==> config.mk <==
export PLATFORM = sky130hd
export DESIGN_NAME = serial_subtractor
export DESIGN_NICKNAME = d
export VERILOG_FILES = /design/src/rtl/serial_subtractor.sv
export SDC_FILE = /design/constraint.sdc
export NUM_CORES = 1
export LEC_CHECK = 0
export CORE_ASPECT_RATIO = 0.7
export CORE_MARGIN = 2
export CORE_UTILIZATION = 51
export CTS_CLUSTER_SIZE = 25
export DETAILED_ROUTE_END_ITERATION = 8
export GPL_TIMING_DRIVEN = 0
export PLACE_DENSITY = 0.77
export SYNTH_ARGS = -nofsm -noshare
export SYNTH_HDL_FRONTEND = slang
export SYNTH_SLANG_ARGS = --single-unit
export TNS_END_PERCENT = 5
==> constraint.sdc <==
create_clock -name clk -period 1.89 [get_ports clk]
set_input_delay 0.189 -clock clk [delete_from_list [all_inputs] [get_ports clk]]
set_output_delay 0.189 -clock clk [all_outputs]
set_load 0.03 [all_outputs]
==> src/rtl/serial_subtractor.sv <==
// Bit-serial WIDTH-bit subtractor: x - y, LSB first, one full-subtractor cell per clock.
// Optional signed overflow output is enabled with `define SERIAL_SUB_SIGNED_EN.
module serial_subtractor #(
  parameter int WIDTH = 5
) (
  input  logic             clk,
  input  logic             rst,
  input  logic             start,
  input  logic [WIDTH-1:0] x,
  input  logic [WIDTH-1:0] y,
  output logic             busy,
  output logic             done,
  output logic [WIDTH-1:0] diff,
  output logic             borrow,
`ifdef SERIAL_SUB_SIGNED_EN
  output logic             equal,
  output logic             overflow
`else
  output logic             equal
`endif
);

  localparam int CNT_W = (WIDTH > 2) ? $clog2(WIDTH) : 1;
  localparam logic [CNT_W-1:0] LAST_BIT = CNT_W'(WIDTH - 1);

  typedef enum logic [1:0] {
    S_IDLE,
    S_RUN,
    S_DONE
  } state_e;

  state_e           state_q, state_d;
  logic [WIDTH-1:0] x_sr_q, x_sr_d;
  logic [WIDTH-1:0] y_sr_q, y_sr_d;
  logic [WIDTH-2:0] res_sr_q, res_sr_d;  // final bit comes straight from the cell
  logic [CNT_W-1:0] cnt_q, cnt_d;
  logic             bin_q, bin_d;
  logic [WIDTH-1:0] diff_q, diff_d;
  logic             borrow_q, borrow_d;
  logic             equal_q, equal_d;
`ifdef SERIAL_SUB_SIGNED_EN
  logic             x_msb_q, x_msb_d;
  logic             y_msb_q, y_msb_d;
  logic             overflow_q, overflow_d;
`endif

  logic             a_bit, b_bit, d_bit, bout;
  logic [WIDTH-1:0] result;

  assign a_bit  = x_sr_q[0];
  assign b_bit  = y_sr_q[0];
  assign d_bit  = a_bit ^ b_bit ^ bin_q;
  assign bout   = (~a_bit & b_bit) | (~(a_bit ^ b_bit) & bin_q);
  assign result = {d_bit, res_sr_q};

  // NOTE: every signal gets a default before the case so no path leaves one unassigned (no latches).
  always_comb begin
    state_d  = state_q;
    x_sr_d   = x_sr_q;
    y_sr_d   = y_sr_q;
    res_sr_d = res_sr_q;
    cnt_d    = cnt_q;
    bin_d    = bin_q;
    diff_d   = diff_q;
    borrow_d = borrow_q;
    equal_d  = equal_q;
`ifdef SERIAL_SUB_SIGNED_EN
    x_msb_d    = x_msb_q;
    y_msb_d    = y_msb_q;
    overflow_d = overflow_q;
`endif

    unique case (state_q)
      S_IDLE: begin
        if (start) begin
          state_d = S_RUN;
          x_sr_d  = x;
          y_sr_d  = y;
          cnt_d   = '0;
          bin_d   = 1'b0;
`ifdef SERIAL_SUB_SIGNED_EN
          x_msb_d = x[WIDTH-1];
          y_msb_d = y[WIDTH-1];
`endif
        end
      end
      S_RUN: begin
        x_sr_d   = x_sr_q >> 1;
        y_sr_d   = y_sr_q >> 1;
        res_sr_d = result[WIDTH-1:1];
        bin_d    = bout;
        cnt_d    = cnt_q + 1'b1;
        if (cnt_q == LAST_BIT) begin
          state_d  = S_DONE;
          cnt_d    = '0;
          diff_d   = result;
          borrow_d = bout;
          equal_d  = (result == '0);
`ifdef SERIAL_SUB_SIGNED_EN
          overflow_d = (x_msb_q != y_msb_q) && (result[WIDTH-1] != x_msb_q);
`endif
        end
      end
      S_DONE:  state_d = S_IDLE;
      default: state_d = S_IDLE;
    endcase
  end

  // NOTE: state uses non-blocking assignments so all registers update from pre-edge values.
  // NOTE: the shift registers are few flops, not a memory, so they are reset like everything else.
  always_ff @(posedge clk or posedge rst) begin
    if (rst) begin
      state_q  <= S_IDLE;
      x_sr_q   <= '0;
      y_sr_q   <= '0;
      res_sr_q <= '0;
      cnt_q    <= '0;
      bin_q    <= 1'b0;
      diff_q   <= '0;
      borrow_q <= 1'b0;
      equal_q  <= 1'b0;
`ifdef SERIAL_SUB_SIGNED_EN
      x_msb_q    <= 1'b0;
      y_msb_q    <= 1'b0;
      overflow_q <= 1'b0;
`endif
    end else begin
      state_q  <= state_d;
      x_sr_q   <= x_sr_d;
      y_sr_q   <= y_sr_d;
      res_sr_q <= res_sr_d;
      cnt_q    <= cnt_d;
      bin_q    <= bin_d;
      diff_q   <= diff_d;
      borrow_q <= borrow_d;
      equal_q  <= equal_d;
`ifdef SERIAL_SUB_SIGNED_EN
      x_msb_q    <= x_msb_d;
      y_msb_q    <= y_msb_d;
      overflow_q <= overflow_d;
`endif
    end
  end

  assign busy   = (state_q == S_RUN);
  assign done   = (state_q == S_DONE);
  assign diff   = diff_q;
  assign borrow = borrow_q;
  assign equal  = equal_q;
`ifdef SERIAL_SUB_SIGNED_EN
  assign overflow = overflow_q;
`endif

endmodule

==> metrics <==
post-CTS setup buffer count=0; status=completed; Initial DRC Count=49; WL per Instance=approximately 14 microns; # setup viols final=0; total grt overflow=0; Nets=~160; final worst slack=around 0.19 ns; Placer Congestion=approximately 0.75; Setup Slack @ Placement=approximately 0.12 ns; CTS tree=yes; Worst-Skew Late Latency=0.34 ns; Post-Syn Nets=~130; most common flop cell mapped by yosys=dfrtp_1; commonest non-fill, non-tap cells in the layout=dfrtp_1, clkdlybuf4s50_1, nand2_1, nor2b_1, a21oi_1; kind of end point of the critical path=output port; Area Growth Syn to Fin=21.1%; first-pass GRT wire length=between 4 and 5 mm; Placeable Area=approximately 2400 sq um; CTS clk-pin slew, worst paths=~0.15 ns; largest net degree at the start of global routing=28; unrepaired setup endpoints after global routing=no; vias=911; CP peak stage delay=roughly 0.49 ns; Power, Total=roughly 2.4 mW; asr flop ratio synth=100%; # diodes=0; antenna-violating nets left=0; Tightest Hold Check Type=input port to async pin; Remaining DRCs=0; CP arrival=approximately 1.5 ns; Period minus WS final=between 1.5 and 2 ns; worst path required time=around 1.7 ns; sequential area share after synthesis=about 52%; critical-path cell list=buf_2 > nor2b_1 > clkbuf_2; Layout fillers=200; initial core utilization=approximately 53%; count of cell types in the netlist=26; Die Footprint=a little under 3000 sq um; drt pass-1 iters=4; Synth Register Bits=27; Layout Cells excl Fill=roughly 170; critical path peak fanout=10; Total Wirelength=about 2.4 mm; Yosys top cell area share=a little over half; IO Port Bufs=21; Mapped Area=between 1000 and 1500 sq um; Yosys Warn Count=0; initial antenna violation count=0; routed vias/inst=~5.2; Slew Limit Fails=0; Worst VDD drop=approximately 0.75 mV; Final Skew=between 0.015 and 0.02 ns; count of maximum capacitance violations=0; headroom to the max-slew limit=a little under a third; vias in the first global route=roughly 870; H-tree depth=1; CP Class=register to output port; register area=slightly below 700 sq um; total negative slack=0 ns; fmax=about 590 MHz; cts hold-fix bufs=0; CTS Buf Count=3; TritonCTS sink count=27; aggregate global-route resource usage=18.4%; commonest non-fill, non-tap cell in the layout=dfrtp_1; Die Wd=about 64 microns; CP max stage cell=dfrtp_1; cell taking the most area after synthesis=dfrtp_1; layout cells sized above 1=16.4%; row count=15; number of synthesized flops with an enable pin=0; Multi-input gate area=about 540 sq um; Clock Tree Root=clkbuf_4; final worst-path cycle share=90.1%; Avg Cell Area, Syn=11.2 sq um; CTS Buffer Depth=2; Power per Cell Area=~1500 nW/um^2; synthesized instance count=between 100 and 150; final hold vios=0; die height=roughly 46 microns; hpwl dp=between 1.5 and 2 mm; Placed Cells=170; num ports=22; Area contributors post-synth=dfrtp_1, mux2_2, nor2b_1, a21oi_1, nand2_1; Leak Pwr=roughly 0.69 nW; Worst Tran Pin Value=1.03 ns; CP Launch Type=register
state kept, by name, summed over array words and instances (netlist names):
| name | cells |
|---|---|
| state_q | 2 |
| borrow | 1 |
| cnt_q | 3 |
| bin_q | 1 |
| diff | 5 |
| x_sr_q | 5 |
| equal | 1 |
| res_sr_q | 4 |
| y_sr_q | 5 |
cell usage after synthesis, types with 2 or more instances:
cell type and instances:
buf_2 2, mux2_1 2, nor2b_1 11, a21oi_1 9, nor3b_1 2, buf_6 3, o21ai_1 8, o21ai_0 5
mux2_2 7, nand2_1 11, dfrtp_1 27, inv_1 7, a22oi_2 2, ha_1 2, a22oi_1 5, clkbuf_1 2
logic make-up after synthesis:
| group | synth area share [%] |
|---|---|
| simple gates | 12.8 |
| compound gates | 17.5 |
| buf+inv | 6.01 |
| flops | 52.4 |
| mux | 7.86 |
| fa+ha+maj | 3.49 |
cell type report:
cell class	instances	share of cell area [%]
inverter	7	1.68
tap	34	2.72
clock inverter	1	0.480
timing repair buffer	21	12.8
buffer	7	3.28
clock buffer	3	1.44
multi-input combinational	74	34.3
sequential	27	43.2
critical path: cells and delay by family, from the launching register on:
family	cells	cell delay, ns
buffers and inverters	2	0.51
DFF	1	0.49
and+or+nand+nor	1	0.18
worst paths after layout:
| kind | start | endpoint | slack [ns] | cells past startpoint |
|---|---|---|---|---|
| hold / removal | rst | diff[4]$_DFFE_PP0P_ | 0.38 | 2 |
| min in group clk | y[1] | y_sr_q[1]$_DFFE_PP0P_ | 0.45 | 3 |
| setup reg to reg | y_sr_q[0]$_DFFE_PP0P_ | equal$_DFFE_PP0P_ | 0.21 | 4 |
| hold reg to reg | res_sr_q[0]$_DFFE_PP0N_ | equal$_DFFE_PP0P_ | 0.50 | 1 |
| setup / recovery | state_q[1]$_DFFE_PP0P_ | done | 0.19 | 3 |
| max in group asynchronous | rst | x_sr_q[3]$_DFFE_PP0P_ | 0.87 | 2 |
routing by layer:
layer / global-route usage (%) / vias up / share of wire, %
li1: - / 446 / -
met1: 25.6 / 452 / 50
met2: 28.7 / 10 / 46
met3: 5.38 / 3 / 3.1
met4: 5.11 / 0 / 0.46
met5: 0 / - / 0
through the flow:
step / util, % / area (sq um) / hold WS, ns
3_5_place_dp: 63.2 / 1540 / 0.484
3_3_place_gp: 63.2 / 1540 / 0.461
5_1_grt: 64.1 / 1560 / 0.450
2_1_floorplan: - / 1290 / 0.242
4_1_cts: 64.4 / 1570 / 0.410
6_report: 64.1 / 1560 / 0.381
report_power, final:
part	internal [mW]	leakage (nW)	switching (mW)
logic	0.546	0.331	0.578
registers	0.815	0.344	0.182
clock network	0.0812	0.0139	0.175
what timing repair did:
item                       CTS  global route
resized for setup            2             4
gates cloned                 0             0
setup endpoints to repair    2             2
(Power assumes the default switching activity.)
